$ cat src/rtl/com_pkg.sv
// Shared types, widths and parameter defaults for the center-of-mass scheduler.
package com_pkg;

    localparam int unsigned XW = 11;
    localparam int unsigned YW = 10;
    localparam int unsigned AW = 32;

    localparam int unsigned H_ACTIVE_DEF = 1024;
    localparam int unsigned V_ACTIVE_DEF = 768;
    localparam int unsigned MIN_MASS_DEF = 16;
    localparam int unsigned TIMEOUT_DEF  = 64;

    typedef enum logic [2:0] {
        StIdle,
        StLatch,
        StReqX,
        StWaitX,
        StReqY,
        StWaitY,
        StDone
    } com_state_t;

    // Saturate a full-width quotient before it is truncated to a coordinate.
    function automatic logic [AW-1:0] clamp_max(input logic [AW-1:0] value,
                                                 input logic [AW-1:0] limit);
        return (value > limit) ? limit : value;
    endfunction

endpackage

$ cat src/rtl/com_scheduler_if.sv
// Request/response link between the scheduler and the shared divider.
interface com_scheduler_if;
    import com_pkg::*;

    logic [AW-1:0] div_dividend_out;
    logic [AW-1:0] div_divisor_out;
    logic          div_valid_out;
    logic [AW-1:0] div_quotient_in;
    logic          div_valid_in;

    modport master (
        output div_dividend_out,
        output div_divisor_out,
        output div_valid_out,
        input  div_quotient_in,
        input  div_valid_in
    );

    modport slave (
        input  div_dividend_out,
        input  div_divisor_out,
        input  div_valid_out,
        output div_quotient_in,
        output div_valid_in
    );

endinterface

$ cat src/rtl/com_frame_sync.sv
// Detects the last active pixel of a frame and fires once per frame, even if
// the raster counters stall on that position.
module com_frame_sync
    import com_pkg::*;
#(
    parameter int unsigned H_ACTIVE = H_ACTIVE_DEF,
    parameter int unsigned V_ACTIVE = V_ACTIVE_DEF
) (
    input  logic          clk_in,
    input  logic          rst_in,
    input  logic [XW-1:0] hcount_in,
    input  logic [YW-1:0] vcount_in,
    output logic          frame_end_out
);

    logic at_end;
    logic at_end_q;

    assign at_end = (hcount_in == XW'(H_ACTIVE - 1)) && (vcount_in == YW'(V_ACTIVE - 1));

    // Remember whether the previous cycle was already at the frame end.
    always_ff @(posedge clk_in) begin
        if (rst_in) begin
            at_end_q <= 1'b0;
        end else begin
            at_end_q <= at_end;
        end
    end

    assign frame_end_out = at_end && !at_end_q;

endmodule

$ cat src/rtl/com_scheduler.sv
// Frame-level controller: snapshots accumulator totals at frame end, runs the
// x and y divides through one shared divider and publishes a clamped centroid.
module com_scheduler
    import com_pkg::*;
#(
    parameter int unsigned H_ACTIVE = H_ACTIVE_DEF,
    parameter int unsigned V_ACTIVE = V_ACTIVE_DEF,
    parameter int unsigned MIN_MASS = MIN_MASS_DEF,
    parameter int unsigned TIMEOUT  = TIMEOUT_DEF
) (
    input  logic                   clk_in,
    input  logic                   rst_in,
    input  logic [XW-1:0]          hcount_in,
    input  logic [YW-1:0]          vcount_in,
    input  logic [AW-1:0]          x_total_in,
    input  logic [AW-1:0]          y_total_in,
    input  logic [AW-1:0]          mass_in,
    output logic                   acc_clear_out,
    com_scheduler_if.master        div,
    output logic [XW-1:0]          x_out,
    output logic [YW-1:0]          y_out,
    output logic                   valid_out,
    output logic                   found_out,
    output logic                   timeout_out,
    output logic [7:0]             overrun_count_out
);

    localparam int unsigned CW      = $clog2(TIMEOUT + 1);
    localparam logic [CW-1:0] CntLast = CW'(TIMEOUT - 1);
    localparam logic [AW-1:0] XMax    = AW'(H_ACTIVE - 1);
    localparam logic [AW-1:0] YMax    = AW'(V_ACTIVE - 1);
    localparam logic [AW-1:0] MinMass = AW'(MIN_MASS);

    com_state_t    state_q, state_d;
    logic [AW-1:0] y_total_q, y_total_d;
    logic [AW-1:0] dividend_q, dividend_d;
    logic [AW-1:0] divisor_q, divisor_d;
    logic [AW-1:0] qx_q, qx_d;
    logic [CW-1:0] wait_cnt_q, wait_cnt_d;
    logic [XW-1:0] x_q, x_d;
    logic [YW-1:0] y_q, y_d;
    logic          found_q, found_d;
    logic          timeout_q, timeout_d;
    logic [7:0]    overrun_q, overrun_d;
    logic          frame_end;

    com_frame_sync #(
        .H_ACTIVE (H_ACTIVE),
        .V_ACTIVE (V_ACTIVE)
    ) u_frame_sync (
        .clk_in        (clk_in),
        .rst_in        (rst_in),
        .hcount_in     (hcount_in),
        .vcount_in     (vcount_in),
        .frame_end_out (frame_end)
    );

    // State and datapath registers.
    always_ff @(posedge clk_in) begin
        if (rst_in) begin
            state_q    <= StIdle;
            y_total_q  <= '0;
            dividend_q <= '0;
            divisor_q  <= '0;
            qx_q       <= '0;
            wait_cnt_q <= '0;
            x_q        <= '0;
            y_q        <= '0;
            found_q    <= 1'b0;
            timeout_q  <= 1'b0;
            overrun_q  <= '0;
        end else begin
            state_q    <= state_d;
            y_total_q  <= y_total_d;
            dividend_q <= dividend_d;
            divisor_q  <= divisor_d;
            qx_q       <= qx_d;
            wait_cnt_q <= wait_cnt_d;
            x_q        <= x_d;
            y_q        <= y_d;
            found_q    <= found_d;
            timeout_q  <= timeout_d;
            overrun_q  <= overrun_d;
        end
    end

    // Sequencer: dividend/divisor are loaded on entry to each request state so
    // they are stable during the request and held afterwards.
    always_comb begin
        state_d    = state_q;
        y_total_d  = y_total_q;
        dividend_d = dividend_q;
        divisor_d  = divisor_q;
        qx_d       = qx_q;
        wait_cnt_d = wait_cnt_q;
        x_d        = x_q;
        y_d        = y_q;
        found_d    = found_q;
        timeout_d  = timeout_q;
        unique case (state_q)
            StIdle: begin
                if (frame_end) state_d = StLatch;
            end
            StLatch: begin
                // x total and mass live in the dividend/divisor registers.
                y_total_d = y_total_in;
                if (mass_in < MinMass) begin
                    found_d = 1'b0;
                    state_d = StIdle;
                end else begin
                    dividend_d = x_total_in;
                    divisor_d  = mass_in;
                    state_d    = StReqX;
                end
            end
            StReqX: begin
                wait_cnt_d = '0;
                state_d    = StWaitX;
            end
            StWaitX: begin
                if (div.div_valid_in) begin
                    qx_d       = div.div_quotient_in;
                    dividend_d = y_total_q;
                    state_d    = StReqY;
                end else if (wait_cnt_q == CntLast) begin
                    timeout_d = 1'b1;
                    state_d   = StIdle;
                end else begin
                    wait_cnt_d = wait_cnt_q + CW'(1);
                end
            end
            StReqY: begin
                wait_cnt_d = '0;
                state_d    = StWaitY;
            end
            StWaitY: begin
                if (div.div_valid_in) begin
                    x_d     = XW'(clamp_max(qx_q, XMax));
                    y_d     = YW'(clamp_max(div.div_quotient_in, YMax));
                    found_d = 1'b1;
                    state_d = StDone;
                end else if (wait_cnt_q == CntLast) begin
                    timeout_d = 1'b1;
                    state_d   = StIdle;
                end else begin
                    wait_cnt_d = wait_cnt_q + CW'(1);
                end
            end
            StDone: begin
                state_d = StIdle;
            end
            default: begin
                state_d = StIdle;
            end
        endcase
    end

    // Count frame ends that arrive while a frame is still being processed.
    always_comb begin
        overrun_d = overrun_q;
        if (frame_end && (state_q != StIdle) && (overrun_q != 8'hFF)) begin
            overrun_d = overrun_q + 8'd1;
        end
    end

    assign acc_clear_out        = (state_q == StLatch);
    assign div.div_valid_out    = (state_q == StReqX) || (state_q == StReqY);
    assign div.div_dividend_out = dividend_q;
    assign div.div_divisor_out  = divisor_q;
    assign valid_out            = (state_q == StDone);
    assign x_out                = x_q;
    assign y_out                = y_q;
    assign found_out            = found_q;
    assign timeout_out          = timeout_q;
    assign overrun_count_out    = overrun_q;

endmodule

$ cat src/flat_wrapper.sv
// flat-port wrapper written by rule: the top's interface ports become plain ports
module com_scheduler_flat import com_pkg::*;
#(
    parameter int unsigned H_ACTIVE = H_ACTIVE_DEF,
    parameter int unsigned V_ACTIVE = V_ACTIVE_DEF,
    parameter int unsigned MIN_MASS = MIN_MASS_DEF,
    parameter int unsigned TIMEOUT  = TIMEOUT_DEF
)
  (clk_in, rst_in, hcount_in, vcount_in, x_total_in, y_total_in, mass_in, acc_clear_out, x_out, y_out, valid_out, found_out, timeout_out, overrun_count_out, div_div_dividend_out, div_div_divisor_out, div_div_valid_out, div_div_quotient_in, div_div_valid_in);
  com_scheduler_if div_i ();
  input  logic clk_in;
  input  logic rst_in;
  input  logic [XW-1:0] hcount_in;
  input  logic [YW-1:0] vcount_in;
  input  logic [AW-1:0] x_total_in;
  input  logic [AW-1:0] y_total_in;
  input  logic [AW-1:0] mass_in;
  output logic acc_clear_out;
  output logic [XW-1:0] x_out;
  output logic [YW-1:0] y_out;
  output logic valid_out;
  output logic found_out;
  output logic timeout_out;
  output logic [7:0] overrun_count_out;
  output wire logic [$bits(div_i.div_dividend_out)-1:0] div_div_dividend_out;
  output wire logic [$bits(div_i.div_divisor_out)-1:0] div_div_divisor_out;
  output wire logic [$bits(div_i.div_valid_out)-1:0] div_div_valid_out;
  input wire logic [$bits(div_i.div_quotient_in)-1:0] div_div_quotient_in;
  input wire logic [$bits(div_i.div_valid_in)-1:0] div_div_valid_in;
  assign div_div_dividend_out = div_i.div_dividend_out;
  assign div_div_divisor_out = div_i.div_divisor_out;
  assign div_div_valid_out = div_i.div_valid_out;
  assign div_i.div_quotient_in = div_div_quotient_in;
  assign div_i.div_valid_in = div_div_valid_in;
  com_scheduler #(.H_ACTIVE(H_ACTIVE), .V_ACTIVE(V_ACTIVE), .MIN_MASS(MIN_MASS), .TIMEOUT(TIMEOUT)) u_core (.clk_in(clk_in), .rst_in(rst_in), .hcount_in(hcount_in), .vcount_in(vcount_in), .x_total_in(x_total_in), .y_total_in(y_total_in), .mass_in(mass_in), .acc_clear_out(acc_clear_out), .div(div_i), .x_out(x_out), .y_out(y_out), .valid_out(valid_out), .found_out(found_out), .timeout_out(timeout_out), .overrun_count_out(overrun_count_out));
endmodule
$ cat config.mk
export PLATFORM = sky130hd
export DESIGN_NAME = com_scheduler_flat
export DESIGN_NICKNAME = d
export VERILOG_FILES = /design/src/rtl/com_pkg.sv /design/src/rtl/com_scheduler_if.sv /design/src/rtl/com_frame_sync.sv /design/src/rtl/com_scheduler.sv /design/src/flat_wrapper.sv
export SDC_FILE = /design/constraint.sdc
export NUM_CORES = 1
export LEC_CHECK = 0
export CAP_MARGIN = 20
export CORE_MARGIN = 1
export CORE_UTILIZATION = 48
export CTS_CLUSTER_SIZE = 8
export DETAILED_ROUTE_END_ITERATION = 6
export PLACE_DENSITY = 0.93
export SLEW_MARGIN = 20
export SYNTH_ARGS = -nofsm -noshare
export SYNTH_HDL_FRONTEND = slang
export SYNTH_SLANG_ARGS = --single-unit
$ cat constraint.sdc
create_clock -name clk_in -period 2.7 [get_ports clk_in]
set_input_delay 0.54 -clock clk_in [delete_from_list [all_inputs] [get_ports clk_in]]
set_output_delay 0.54 -clock clk_in [all_outputs]
set_load 0.05 [all_outputs]
==> results.sh <==
export IMPL_critical_path_slowest_cell="clkdlybuf4s50_1"
export IMPL_htree_levels=4
export IMPL_cts_tree="built"
export IMPL_drive_gt1_share_pct=8.611
export IMPL_fmax_mhz=401.4
export IMPL_rsz0062_at_grt="no"
export IMPL_overflow=0
export IMPL_max_slew_worst_pin_slew_ns=0.6953
export IMPL_synth_top_cell_area_share_pct=51.21
export IMPL_crit_path_max_incr_delay_ns=0.83
export IMPL_finalSetupTns_ns=0
export IMPL_worstHoldPathType="flop to flop"
export IMPL_synth_top_cells_by_area="dfxtp_1, nand2_1, nor2_1, a21oi_1, o221a_2"
export IMPL_synth_edff_count=0
export IMPL_drv_cap=0
export IMPL_finalCriticalPeriod_ns=2.491
export IMPL_globalRouteTotalUtil_pct=26.91
export IMPL_worst_clock_skew_ns=0.009518
export IMPL_crit_family="buffers and inverters"
export IMPL_p_int_uw=4146
export IMPL_clkPwrFrac_pct=46.2
export IMPL_post_synth_most_frequent_cells="dfxtp_1, nand2_1, nor2_1"
export IMPL_cp_cell_sequence="nand2_1 > nor2_1 > clkdlybuf4s50_1"
export IMPL_design_power_total_uw=5264
export IMPL_wl_per_cell_um=16.36
export IMPL_sequential_share_of_power_pct=47.6
export IMPL_syn_num_nets=930
export IMPL_horiz_die_dim_um=119.7
export IMPL_clock_latency_ns=0.42
export IMPL_critPathMaxFanout=7
export IMPL_final_hold_viol_count=0
export IMPL_sequential_cell_area_um2=3403
export IMPL_clockBufferDepth=2
export IMPL_worstSetupPathType="flop to output port"
export IMPL_vias_per_cell=5.487
export IMPL_finalWirelength_mm=19.60
export IMPL_io_buffers=249
export IMPL_route_vias_total=6574
export IMPL_syn2layout_area_growth_pct=49.03
export IMPL_multi_input_area_um2=3020
export IMPL_static_leakage_power_uw=0.003807
export IMPL_drcViolationCount=0
export IMPL_async_flop_share_pct=0
export IMPL_via_count_of_the_first_global_routing_pass=6275
export IMPL_synth_area_per_cell_um2=8.563
export IMPL_ys_seq_area_share_pct=51.21
export IMPL_yosys_cell_types_count=47
export IMPL_postRouteAntennaNets=0
export IMPL_crit_required_ns=2.16
export IMPL_synthDominantAreaCellType="dfxtp_1"
export IMPL_switching_share_pct=21.25
export IMPL_synth_seq_cells=170
export IMPL_final_setup_viol_count=0
export IMPL_p_per_area_nw_per_um2=531.6
export IMPL_total_cts_buffers=17
export IMPL_cts_root_buf="clkbuf_16"
export IMPL_cts_sinks=170
export IMPL_detailedRoute_firstPassIterationCount=5
export IMPL_vdd_ir_drop_worst_mv=0.4513
export IMPL_postCtsSetupRepairBufs=0
export IMPL_core_um2=13350
export IMPL_hpwlAfterDp_mm=13.71
export IMPL_setup_worst_path_end_class="output port"
export IMPL_fp_row_count=42
export IMPL_grt_max_degree=70
export IMPL_synth_cell_area_um2=6645
export IMPL_critical_path_n_buffers_inverters=1
export IMPL_antennaDiodeCount=0
export IMPL_max_slew_margin_pct=53.65
export IMPL_combPwrFrac_pct=6.1
export IMPL_grt_antenna_before_repair=0
export IMPL_fill_cells=947
export IMPL_fp_dieArea_um2=14320
export IMPL_arrival_ns=1.95
export IMPL_synthMostInstantiatedCell="dfxtp_1"
export IMPL_start_util_pct=49.78
export IMPL_ctsResizeCount=0
export IMPL_power_switching_uw=1119
export IMPL_clk_pin_slew_worst_paths_ns=0.06
export IMPL_yosys_warnings=0
export IMPL_num_nets_final=1163
export IMPL_outcome="completed"
export IMPL_fp_dieH_um=119.7
export IMPL_gpl_final_weighted_congestion=0.8431
export IMPL_final_max_slew_violation_count=0
export IMPL_yosys_most_used_dff="dfxtp_1"
export IMPL_holdBufCountCts=0
export IMPL_reg2reg_slack_ns=0.69
export IMPL_grt_first_pass_wirelength_mm=30.57
export IMPL_synth_cells=776
export IMPL_drt_iter0_markers=537
export IMPL_min_period_over_period_pct=92.28
export IMPL_crit_path_start_kind="flop"
export IMPL_boundaryPins=250
## per-layer routing
layer,GRT usage (%),wire (um)
met1,31.88,8018
met3,6.274,1165
met5,0,0
met4,10.86,537
met2,46.71,9873
## worst paths after layout
path / start / depth (start not counted) / endpoint
worst max-delay path: u_core.state_q[1] / 3 / valid_out
worst min-delay path: u_core.qx_q[26] / 2 / u_core.qx_q[26]
worst max register to register: u_core.state_q[2] / 7 / u_core.div.div_divisor_out[31]
worst min register to register: u_core.qx_q[26] / 2 / u_core.qx_q[26]
## cells in the final DEF, fill, tap and decap left out, types with 4 or more instances in the layout
| cell | Yosys | final |
|---|---|---|
| nand4_1 | 8 | 8 |
| nor2_1 | 138 | 138 |
| clkbuf_16 | 0 | 17 |
| and2_1 | 5 | 5 |
| clkinvlp_4 | 0 | 4 |
| and3_1 | 4 | 4 |
| or3_1 | 5 | 5 |
| o221a_2 | 32 | 32 |
| o21ai_0 | 5 | 5 |
| mux2i_1 | 33 | 33 |
| nand2_1 | 143 | 143 |
| dfxtp_1 | 170 | 170 |
| a21oi_1 | 79 | 79 |
| xor2_1 | 5 | 5 |
| buf_12 | 0 | 4 |
| nor4_1 | 29 | 29 |
| clkdlybuf4s50_1 | 0 | 246 |
| buf_4 | 2 | 14 |
| nand3_1 | 6 | 5 |
| nor3_1 | 23 | 23 |
## worst reg2reg max path, stage by stage, from the launching register on
cell,delay [ns]
dfxtp_1,0.46
nor2_1,0.11
nand2_2,0.09
clkinv_1,0.38
o21ai_4,0.24
buf_4,0.31
mux2i_1,0.24
nor2_1,0.06
## stage by stage
step / hold slack (ns) / utilization, % / setup WS (ns) / area (um2) / instances
6_report: 0.4537 / 74.19 / 0.2086 / 9903 / 1198
3_3_place_gp: 0.4421 / 69.72 / 0.1264 / 9306 / 1166
5_1_grt: 0.4694 / 74.19 / 0.1437 / 9903 / 1198
3_5_place_dp: 0.4467 / 69.72 / 0.07150 / 9306 / 1166
4_1_cts: 0.4551 / 74.19 / 0.1930 / 9903 / 1198
2_1_floorplan: 0.4360 / - / 0.8126 / 6645 / 776
## logic make-up (layout without fill, tap and decap cells)
kind of cell               after synthesis  count (layout)  share of synthesized area, %
and+or+nand+nor                        382             382                         25.76
DFF                                    170             170                         51.21
AOI/OAI and AO/OA                      129             129                         13.31
buffers and inverters                   54             300                         3.577
muxes                                   33              33                         4.971
xor gates and xnor gates                 6               6                        0.7908
adders and majority gates                2               2                        0.3765
## power groups by stage
stage | clock network (uW) | registers [uW] | logic [uW]
floorplan | 0 | 2560 | 56.6
global placement | 0 | 2560 | 316
detailed placement | 0 | 2560 | 318
CTS | 2470 | 2510 | 322
global route | 2580 | 2510 | 341
finish | 2430 | 2510 | 323
## final cells by class
class | instances | share of cell area [%]
clock buffer | 20 | 4.611
inverter | 4 | 0.1516
multi-input combinational | 552 | 30.50
tap | 176 | 2.224
clock inverter | 12 | 1.415
timing repair buffer | 264 | 26.73
sequential | 170 | 34.37
## state kept, by name, indices dropped and copies added, names as in the netlist
register,count
u_core.qx_q,32
u_core.x_out,11
u_core.u_frame_sync.at_end_q,1
u_core.div.div_dividend_out,32
u_core.div.div_divisor_out,32
u_core.wait_cnt_q,7
u_core.found_out,1
u_core.timeout_out,1
u_core.y_total_q,32
u_core.state_q,3
u_core.y_out,10
u_core.overrun_count_out,8
Power figures use the tool's default switching activity.
